File: config.mk
export PLATFORM = sky130hd
export DESIGN_NAME = ov7670_capture_downsampler_flat
export DESIGN_NICKNAME = d
export VERILOG_FILES = /design/src/rtl/ov7670_capture_downsampler_if.sv /design/src/rtl/ov7670_capture_downsampler.sv /design/src/flat_wrapper.sv
export SDC_FILE = /design/constraint.sdc
export NUM_CORES = 1
export LEC_CHECK = 0
export ABC_AREA = 1
export BUFFER_PORTS_ARGS = -buffer_cell sky130_fd_sc_hd__buf_4
export CAP_MARGIN = 20
export CORE_MARGIN = 2
export CORE_UTILIZATION = 59
export CTS_CLUSTER_DIAMETER = 60
export DETAILED_ROUTE_END_ITERATION = 16
export PLACE_DENSITY = 0.8
export SETUP_SLACK_MARGIN = 0.02
export SYNTH_ARGS = -nofsm -noshare
export SYNTH_HDL_FRONTEND = slang
export SYNTH_SLANG_ARGS = --single-unit
File: constraint.sdc
create_clock -name clk -period 2 [get_ports clk]
set_input_delay 0.1 -clock clk [delete_from_list [all_inputs] [get_ports clk]]
set_output_delay 0.1 -clock clk [all_outputs]
set_load 0.05 [all_outputs]
File: src/rtl/ov7670_capture_downsampler_if.sv
// ov7670_capture_downsampler_if: camera byte stream in, capture BRAM write port out.
interface ov7670_capture_downsampler_if #(
    parameter int ADDR_WIDTH = 17
) ();
    logic                  cam_vsync;
    logic                  cam_href;
    logic                  cam_byte_valid;
    logic [7:0]            cam_data;
    logic [ADDR_WIDTH-1:0] capture_addr;
    logic                  capture_wren;
    logic [15:0]           pixel_out;

    modport master (
        input  cam_vsync, cam_href, cam_byte_valid, cam_data,
        output capture_addr, capture_wren, pixel_out
    );

    modport slave (
        output cam_vsync, cam_href, cam_byte_valid, cam_data,
        input  capture_addr, capture_wren, pixel_out
    );
endinterface

File: src/rtl/ov7670_capture_downsampler.sv
// ov7670_capture_downsampler: assembles RGB444 camera bytes into pixels and
// writes every other pixel of every other line into the capture BRAM.
module ov7670_capture_downsampler #(
    parameter int SRC_WIDTH  = 640,
    parameter int SRC_HEIGHT = 480,
    parameter int FRAME_SIZE = 76800,
    parameter int ADDR_WIDTH = 17
) (
    input  logic clk,
    input  logic resetn,
    input  logic config_done,
    input  logic start_capture,
    ov7670_capture_downsampler_if.master bus,
    output logic frame_done,
    output logic frame_error,
    output logic busy
);
    localparam int CW = $clog2(SRC_WIDTH + 1);
    localparam int RW = $clog2(SRC_HEIGHT + 1);
    localparam logic [CW-1:0]         W_L  = CW'(SRC_WIDTH);
    localparam logic [RW-1:0]         H_L  = RW'(SRC_HEIGHT);
    localparam logic [ADDR_WIDTH-1:0] FS_L = ADDR_WIDTH'(FRAME_SIZE);
    localparam logic [ADDR_WIDTH-1:0] LAST = ADDR_WIDTH'(FRAME_SIZE - 1);

    typedef enum logic [1:0] {WAIT_CFG, WAIT_FRAME, ACTIVE} state_t;
    state_t state, state_nxt;

    logic                  vsync_q, href_q, phase, ovf;
    logic [3:0]            r_nib;
    logic [CW-1:0]         col, eff_col;
    logic [RW-1:0]         row;
    logic [ADDR_WIDTH-1:0] wr_count;
    logic                  vsync_fall, vsync_rise, href_rise, href_fall;
    logic                  start_frame, end_frame, byte_ok, eff_phase, keep, wr_go;

    assign vsync_fall = vsync_q & ~bus.cam_vsync;
    assign vsync_rise = ~vsync_q & bus.cam_vsync;
    assign href_rise  = ~href_q & bus.cam_href;
    assign href_fall  = href_q & ~bus.cam_href;

    always_ff @(posedge clk or negedge resetn)
        if (!resetn) state <= WAIT_CFG;
        else         state <= state_nxt;

    always_comb begin
        state_nxt = !config_done          ? WAIT_CFG
                  : state == WAIT_FRAME   ? (vsync_fall && start_capture ? ACTIVE : WAIT_FRAME)
                  : state == ACTIVE       ? (vsync_rise ? WAIT_FRAME : ACTIVE)
                  : WAIT_FRAME;
    end

    // A byte landing on the href rising edge already belongs to the new line.
    always_comb begin
        busy        = state == ACTIVE;
        start_frame = config_done && state == WAIT_FRAME && vsync_fall && start_capture;
        end_frame   = config_done && busy && vsync_rise;
        byte_ok     = config_done && busy && bus.cam_href && bus.cam_byte_valid;
        eff_phase   = href_rise ? 1'b0 : phase;
        eff_col     = href_rise ? '0 : col;
        keep        = byte_ok && eff_phase && !row[0] && !eff_col[0] && eff_col < W_L && row < H_L;
        wr_go       = keep && wr_count != FS_L;
    end

    always_ff @(posedge clk or negedge resetn) begin
        if (!resetn) begin
            vsync_q          <= 1'b0;
            href_q           <= 1'b0;
            phase            <= 1'b0;
            ovf              <= 1'b0;
            r_nib            <= '0;
            col              <= '0;
            row              <= '0;
            wr_count         <= '0;
            frame_done       <= 1'b0;
            frame_error      <= 1'b0;
            bus.capture_addr <= '0;
            bus.capture_wren <= 1'b0;
            bus.pixel_out    <= '0;
        end else begin
            vsync_q          <= bus.cam_vsync;
            href_q           <= bus.cam_href;
            frame_done       <= end_frame;
            bus.capture_wren <= wr_go;
            if (end_frame && (wr_count != FS_L || ovf)) frame_error <= 1'b1;
            if (wr_go) bus.pixel_out <= {4'h0, r_nib, bus.cam_data};
            if (start_frame) begin
                phase            <= 1'b0;
                ovf              <= 1'b0;
                col              <= '0;
                row              <= '0;
                wr_count         <= '0;
                bus.capture_addr <= '0;
            end else begin
                if (bus.capture_wren && bus.capture_addr != LAST) bus.capture_addr <= bus.capture_addr + 1'b1;
                if (href_rise) begin
                    phase <= 1'b0;
                    col   <= '0;
                end
                if (byte_ok) begin
                    phase <= ~eff_phase;
                    if (!eff_phase) r_nib <= bus.cam_data[3:0];
                    else if (eff_col != W_L) col <= eff_col + 1'b1;
                end
                if (busy && href_fall && col != '0 && row != H_L) row <= row + 1'b1;
                if (keep) begin
                    if (wr_go) wr_count <= wr_count + 1'b1;
                    else       ovf      <= 1'b1;
                end
            end
        end
    end
endmodule

File: src/flat_wrapper.sv
// flat-port wrapper written by rule: the top's interface ports become plain ports
module ov7670_capture_downsampler_flat 
#(
    parameter int SRC_WIDTH  = 640,
    parameter int SRC_HEIGHT = 480,
    parameter int FRAME_SIZE = 76800,
    parameter int ADDR_WIDTH = 17
)
  (clk, resetn, config_done, start_capture, frame_done, frame_error, busy, bus_cam_vsync, bus_cam_href, bus_cam_byte_valid, bus_cam_data, bus_capture_addr, bus_capture_wren, bus_pixel_out);
  ov7670_capture_downsampler_if #(.ADDR_WIDTH(ADDR_WIDTH)) bus_i ();
  input  logic clk;
  input  logic resetn;
  input  logic config_done;
  input  logic start_capture;
  output logic frame_done;
  output logic frame_error;
  output logic busy;
  input wire logic [$bits(bus_i.cam_vsync)-1:0] bus_cam_vsync;
  input wire logic [$bits(bus_i.cam_href)-1:0] bus_cam_href;
  input wire logic [$bits(bus_i.cam_byte_valid)-1:0] bus_cam_byte_valid;
  input wire logic [$bits(bus_i.cam_data)-1:0] bus_cam_data;
  output wire logic [$bits(bus_i.capture_addr)-1:0] bus_capture_addr;
  output wire logic [$bits(bus_i.capture_wren)-1:0] bus_capture_wren;
  output wire logic [$bits(bus_i.pixel_out)-1:0] bus_pixel_out;
  assign bus_i.cam_vsync = bus_cam_vsync;
  assign bus_i.cam_href = bus_cam_href;
  assign bus_i.cam_byte_valid = bus_cam_byte_valid;
  assign bus_i.cam_data = bus_cam_data;
  assign bus_capture_addr = bus_i.capture_addr;
  assign bus_capture_wren = bus_i.capture_wren;
  assign bus_pixel_out = bus_i.pixel_out;
  ov7670_capture_downsampler #(.SRC_WIDTH(SRC_WIDTH), .SRC_HEIGHT(SRC_HEIGHT), .FRAME_SIZE(FRAME_SIZE), .ADDR_WIDTH(ADDR_WIDTH)) u_core (.clk(clk), .resetn(resetn), .config_done(config_done), .start_capture(start_capture), .bus(bus_i), .frame_done(frame_done), .frame_error(frame_error), .busy(busy));
endmodule
After elaboration in Yosys (flattened, before gate mapping)
Index checks and enable logic that the tools add are counted.

$add $sub $neg: 4. Multipliers: 0. Div/mod/pow operators: 0. Order comparisons: 2. Equality and inequality tests: 7. Shift-type cells: 0. Muxes and demuxes: 23. Bitwise operators: 10. Reductions and logical operators: 30.

Operators by type and width (number): 17-bit two-way mux (5); 10-bit two-way mux (5); 17-bit by 1-bit adder with 17-bit output (second input constant) (2); 17-bit inequality test (second input constant) (2); 1-bit logical AND (19); 9-bit two-way mux (2); 10-bit by 1-bit adder with 10-bit output (second input constant) (1); 10-bit less-than comparator (second input constant) (1); 2-bit two-way mux (5); 10-bit inequality test (second input constant) (1); 10-bit nonzero test (1); 9-bit by 1-bit adder with 9-bit output (second input constant) (1); 9-bit less-than comparator (second input constant) (1); 9-bit inequality test (second input constant) (1); 2-bit nonzero test (4); 1-bit two-way mux (6); 1-bit inverter (6); 1-bit AND (4); 2-bit AND reduction (2); 3-bit AND reduction (1); 2-bit by 1-bit equality test with 1-bit output (second input constant) (1); 2-bit equality test (second input constant) (1); 1-bit logical NOT (2); 2-bit by 1-bit inequality test with 1-bit output (second input constant) (1); 1-bit logical OR (1).

Register bits after elaboration: 78. Latch bits: 0. Bits in writable memories: 0. ROM bits: 0. Input port bits: 15. Output and inout bits: 37. Logic and storage cells: 90. Memories: 0.

Logic depth before layout (Yosys ltp)
Word-level depth: 13. Mapped depth: 13. Depth with buffers taken out: 13.

Worst setup path after synthesis
Ideal clock, no wire load.

Kind: register to register. Start: register u_core.state[0]. End: register u_core.bus.pixel_out[3]. Setup time: 0.122 ns. Arrival time: 2.145 ns. Required time: 1.878 ns. Setup slack: -0.268 ns. Cell stages (with the launch flop): 11. Path buffers: 1. Clock period less this slack: 2.268 ns. Cell sequence: dfrtp_1 > nor2_2 > nand2_1 > nor2_2 > ha_1 > nand2_1 > nor3_2 > nand3_2 > buf_2 > nand2_1 > o21ai_1.

Word-level cells in the longest chain between the ends: 10.

Ends and longest elaborated chain: from (decl) (line ov7670_capture_downsampler.sv:26) `state_t state, state_nxt;`; from (signal assigned) (line ov7670_capture_downsampler.sv:43) `else state <= state_nxt;`; 2-bit equality test (line ov7670_capture_downsampler.sv:54) `busy = state == ACTIVE;`; named net busy (line flat_wrapper.sv:17) `output logic busy;`; 1-bit logical AND (3 in a row) (line ov7670_capture_downsampler.sv:57) `byte_ok = config_done && busy && bus.cam_href && bus.cam_byte_valid;`; 1-bit logical AND (5 in a row) (line ov7670_capture_downsampler.sv:60) `keep = byte_ok && eff_phase && !row[0] && !eff_col[0] && eff_col < W_L && row < H_L;`; 1-bit logical AND (line ov7670_capture_downsampler.sv:61) `wr_go = keep && wr_count != FS_L;`; to (signal assigned) (line ov7670_capture_downsampler.sv:85) `if (wr_go) bus.pixel_out <= {4'h0, r_nib, bus.cam_data};`; to (decl) (line ov7670_capture_downsampler_if.sv:15) `output capture_addr, capture_wren, pixel_out`.

The timed path passes the listed nets, and every way through them passes these cells. A chain may end at the register's enable or synchronous reset.

Final worst setup path
Start: register u_core.state[0]. End: register u_core.wr_count[9].

Word-level cells in the longest chain between the ends: 12. Elaborated cells between the ends (all ways): 18. Classes of those cells: 2 x eq/ne; 1 x mux; 15 x reduce/logical.

Ends and longest elaborated chain: 2-bit equality test (line ov7670_capture_downsampler.sv:54); 1-bit logical AND (3 in a row) (line ov7670_capture_downsampler.sv:57); 1-bit logical AND (5 in a row) (line ov7670_capture_downsampler.sv:60); 1-bit logical AND (line ov7670_capture_downsampler.sv:61); 2-bit nonzero test (no line); 2-bit AND reduction (no line); to (signal assigned) (line ov7670_capture_downsampler.sv:106) `if (wr_go) wr_count <= wr_count + 1'b1;`; to (decl) (line ov7670_capture_downsampler.sv:32) `logic [ADDR_WIDTH-1:0] wr_count;`.

Parallel ways exist; a longest one is shown, timed or not.

==> summary.md <==
| Metric | Value |
|---|---|
| Run status | `finished, final reports clean` |
| Fmax | `between 0.5 and 0.6 GHz` |
| Drt drc | `0` |
| Detail Placement HPWL | `about 7.1 mm` |
| Synth Cell Area | `around 4700 um2` |
| Worst flop-to-flop path startpoint | `u_core.state[0]$_DFF_PN0_` |
| Worst-skew pair later-pin latency | `350 ps` |
| Layout Skew | `around 9.0 ps` |
| Nets | `719` |
| Mapped Cells | `approximately 640` |
| Reg area | `between 1500 and 2000 um2` |
| DR pass1 iterations | `5` |
| Synth Register Bits | `78` |
| Setup slack at placement | `60.2 ps` |
| CTS tree | `done` |
| Rel. slew slack | `between 50% and 60%` |
| Max-cap violations | `0` |
| I/O pin count | `52` |
| Hold Path Stages | `3` |
| Placer Congestion | `about 0.88` |
| Final slew viol count | `0` |
| First-pass GRT wire length | `~18 mm` |
| Slew @ Worst Pin | `744 ps` |
| R2R depth | `11` |
| Crit Path Category | `reg2reg` |
| Fin crit share | `about 94%` |
| Clk root buf | `clkbuf_8` |
| Area contributors post-synth | `dfrtp_1 (41%), nand2_1 (14%), nand3_1 (10%), nor2_1 (7.5%), xor2_1 (4.8%)` |
| Multi-input gate area | `approximately 2400 um2` |
| Setup violators final | `0` |
| Final Hold Viols | `0` |
| PD cells | `approximately 520 nW/um2` |
| Reg-to-reg slack, setup | `120 ps` |
| Worst R2R End | `u_core.wr_count[9]$_DFFE_PN0P_` |
| Antenna Nets Post-Route | `0` |
| Worst setup SP type | `flop` |
| CP max stage cell | `dfrtp_1` |
| Die area | `approximately 8700 um2` |
| Fraction of registers with async set/reset | `100%` |
| Ant diodes | `0` |
| Sequential share of the synthesized area | `41.4%` |
| All-Layer GR Usage | `around a quarter` |
| Die X | `93.3 um` |
| Clk slew on worst S/H paths | `roughly 80 ps` |
| Crit path top cell by count | `nor2_4` |
| Hold_ws | `about 14 ps` |
| Clock buffer depth | `2` |
| Placed cell areas | `a little over 5000 um2` |
| Synth cell types | `32` |
| HP Class | `in2reg` |
| Total CTS buffers | `9` |
| Ys flop type | `dfrtp_1` |
| CP max FO | `12` |
| Leak Pwr | `about 2.9 nW` |
| P&R area growth vs syn | `15.8%` |
| Worst vdd ir | `0.338 mV` |
| PortBufs | `47` |
| Syn Area/Cell | `roughly 7.4 um2` |
| Worst hold start | `bus_cam_data[0]` |
| Hold endpoint | `u_core.bus.pixel_out[0]$_DFFE_PN0P_` |
| FP Rows | `32` |
| Via count | `~4300` |
| RSZ-0062 raised after global routing | `no` |
| Post-synth top area share | `41.4%` |
| PnR worst setup slack | `about 120 ps` |
| Crit path cell chain | `nor2_4, nand2_2, nor2_4, ha_1, nand2_1, nor2_4, nand3_4, nor2_4, buf_12, nand3_1, nand2_1` |
| Fillers | `roughly 630` |
| Final min period | `roughly 1900 ps` |
| Vias per cell | `roughly 5.3` |
| Required @ worst endpoint | `2290 ps` |
| Clock power share | `between 30% and 40%` |
| Die H | `between 90 and 100 um` |
| Arrival time worst endpoint | `between 2000 and 2500 ps` |
| Setup crit end kind | `flop` |
| WL/cell | `13.0 um` |
| Yosys warns | `0` |
| Fin area | `5450 um2` |
| Largest net degree at the start of global routing | `57` |
| Sequential power share | `approximately 56%` |
| Number of synthesized flops with an enable pin | `0` |
| GR Overflow Total | `0` |
| Clock sink count | `78` |
| Vias in the first global route | `roughly 4000` |
| DRT iter0 DRCs | `between 200 and 300` |
| Starting Density | `60.9%` |
| Core Area | `just under 8000 um2` |
| Initial antenna violation count | `0` |
| Slowest stage delay, CP | `between 400 and 500 ps` |
| Ratio of cells with drive above 1 in the final layout | `between 10% and 20%` |
| Leading area contributor after synthesis | `dfrtp_1` |
| Power Internal | `0.00216 W` |
| Logic pwr share | `under 10%` |
| Psw | `between 0.0006 and 0.0007 W` |
| Post-Route WL | `~10 mm` |
| # H-tree levels | `3` |
| Switching Share | `around a quarter` |
| Total negative setup slack | `0 ps` |
layout make-up:
cell class	instances	area share (%)
Clock buffer	11	2.78
Clock inverter	5	0.596
Inverter	58	3.99
Multi-Input combinational cell	482	44.2
Sequential cell	78	35.8
Tap cell	102	2.34
Timing Repair Buffer	67	10.3
synth_stat cells, types with 4 or more instances:
master,instances
nand4_1,10
xor2_1,26
buf_4,6
nor2_2,6
a21oi_1,4
nand2_2,4
nand2_1,179
buf_6,8
inv_2,5
inv_1,53
nor2_1,94
nand3b_1,13
nor3_1,7
nand3_1,96
ha_1,8
o21ai_0,8
o21ai_1,5
buf_2,5
dfrtp_1,78
power by group through the flow:
stage	clock network [W]	logic [W]	registers, W
after floorplan	0	0.0000701	0.00163
after global placement	0	0.000134	0.00163
after detailed placement	0	0.000136	0.00163
after CTS	0.00113	0.000147	0.00160
after global routing	0.00119	0.000166	0.00160
final	0.00111	0.000146	0.00160
metrics by stage:
stage          util (%)  total power, W  cells
2_1_floorplan         -         0.00170    639
3_3_place_gp       66.4         0.00176    774
3_5_place_dp       66.4         0.00177    774
4_1_cts            69.6         0.00287    797
5_1_grt            70.6         0.00295    803
6_report           70.6         0.00285    803
kinds of logic (layout without fill, tap and decap cells):
group	count (synthesis)	count (layout)	share of synthesized area (%)
xor gates and xnor gates	29	29	5.39
and+or+nand+nor	421	422	40.4
AOI/OAI and AO/OA	19	19	2.31
buffers and inverters	80	141	8.26
other	1	4	0.0796
adders and majority gates	8	8	2.13
DFF	78	78	41.4
worst max-delay path by stage:
stage                                         start                             endpoint  slack, ps  depth (start not counted)
after CTS                 u_core.state[1]$_DFF_PN0_       u_core.wr_count[2]$_DFFE_PN0P_         30                         11
final                     u_core.state[0]$_DFF_PN0_       u_core.wr_count[9]$_DFFE_PN0P_        120                         11
after global routing      u_core.state[0]$_DFF_PN0_       u_core.wr_count[2]$_DFFE_PN0P_         20                         10
after global placement    u_core.state[0]$_DFF_PN0_       u_core.wr_count[6]$_DFFE_PN0P_        190                         10
after detailed placement  u_core.state[1]$_DFF_PN0_       u_core.wr_count[2]$_DFFE_PN0P_         60                         11
after floorplan           u_core.state[0]$_DFF_PN0_  u_core.bus.pixel_out[3]$_DFFE_PN0P_         30                         10
layout by cell type, fill, tap and decap left out:
cell	synthesis	final
o21ai_4	1	1
nor2_2	6	6
clkinv_4	0	1
o21ai_1	5	5
xnor2_1	3	3
conb_1	1	4
dlygate4sd3_1	0	7
nor2_4	2	5
dfrtp_1	78	78
buf_12	0	3
ha_1	8	8
nand3b_4	1	1
nor2_8	1	1
o21bai_1	1	1
clkbuf_8	0	11
clkinv_2	0	3
o21ai_0	8	8
or2_2	1	1
and3_1	2	2
nand3_2	3	3
nand3_4	1	1
buf_4	6	56
nor2_1	94	92
buf_6	8	1
nor3_2	1	1
nand2_2	4	6
nand4_1	10	10
nand3_1	96	96
nor3_1	7	7
inv_1	53	53
xor2_1	26	26
nand3b_1	13	13
inv_6	0	1
a21oi_1	4	4
inv_2	5	5
nand2_1	179	177
per-layer routing:
layer  share of wire (%)  GRT usage [%]
met5                   0              0
met4                 1.6           10.8
met3                 5.0           3.87
met2                  50           43.0
met1                  44           31.6
registers in the layout, indices dropped and copies added, names as in the netlist:
signal	cells
u_core.ovf	1
u_core.phase	1
u_core.frame_done	1
u_core.vsync_q	1
u_core.r_nib	4
u_core.frame_error	1
u_core.wr_count	17
u_core.href_q	1
u_core.bus.capture_addr	17
u_core.bus.pixel_out	12
u_core.col	10
u_core.bus.capture_wren	1
u_core.state	2
u_core.row	9
critical path: cells and delay by family (launching register included):
family                     cells  cell delay, ps
and+or+nand+nor                9            1090
DFF                            1             420
adders and majority gates      1             170
buffers and inverters          1             140
timing repair:
item,4_1_cts,5_1_grt
endpoints found under the setup margin,0,31
resized for setup,0,4
setup buffers,0,5
hold buffers,7,0
endpoints found under the hold margin,61,0
Note: power is estimated with default switching activity, not from simulation.
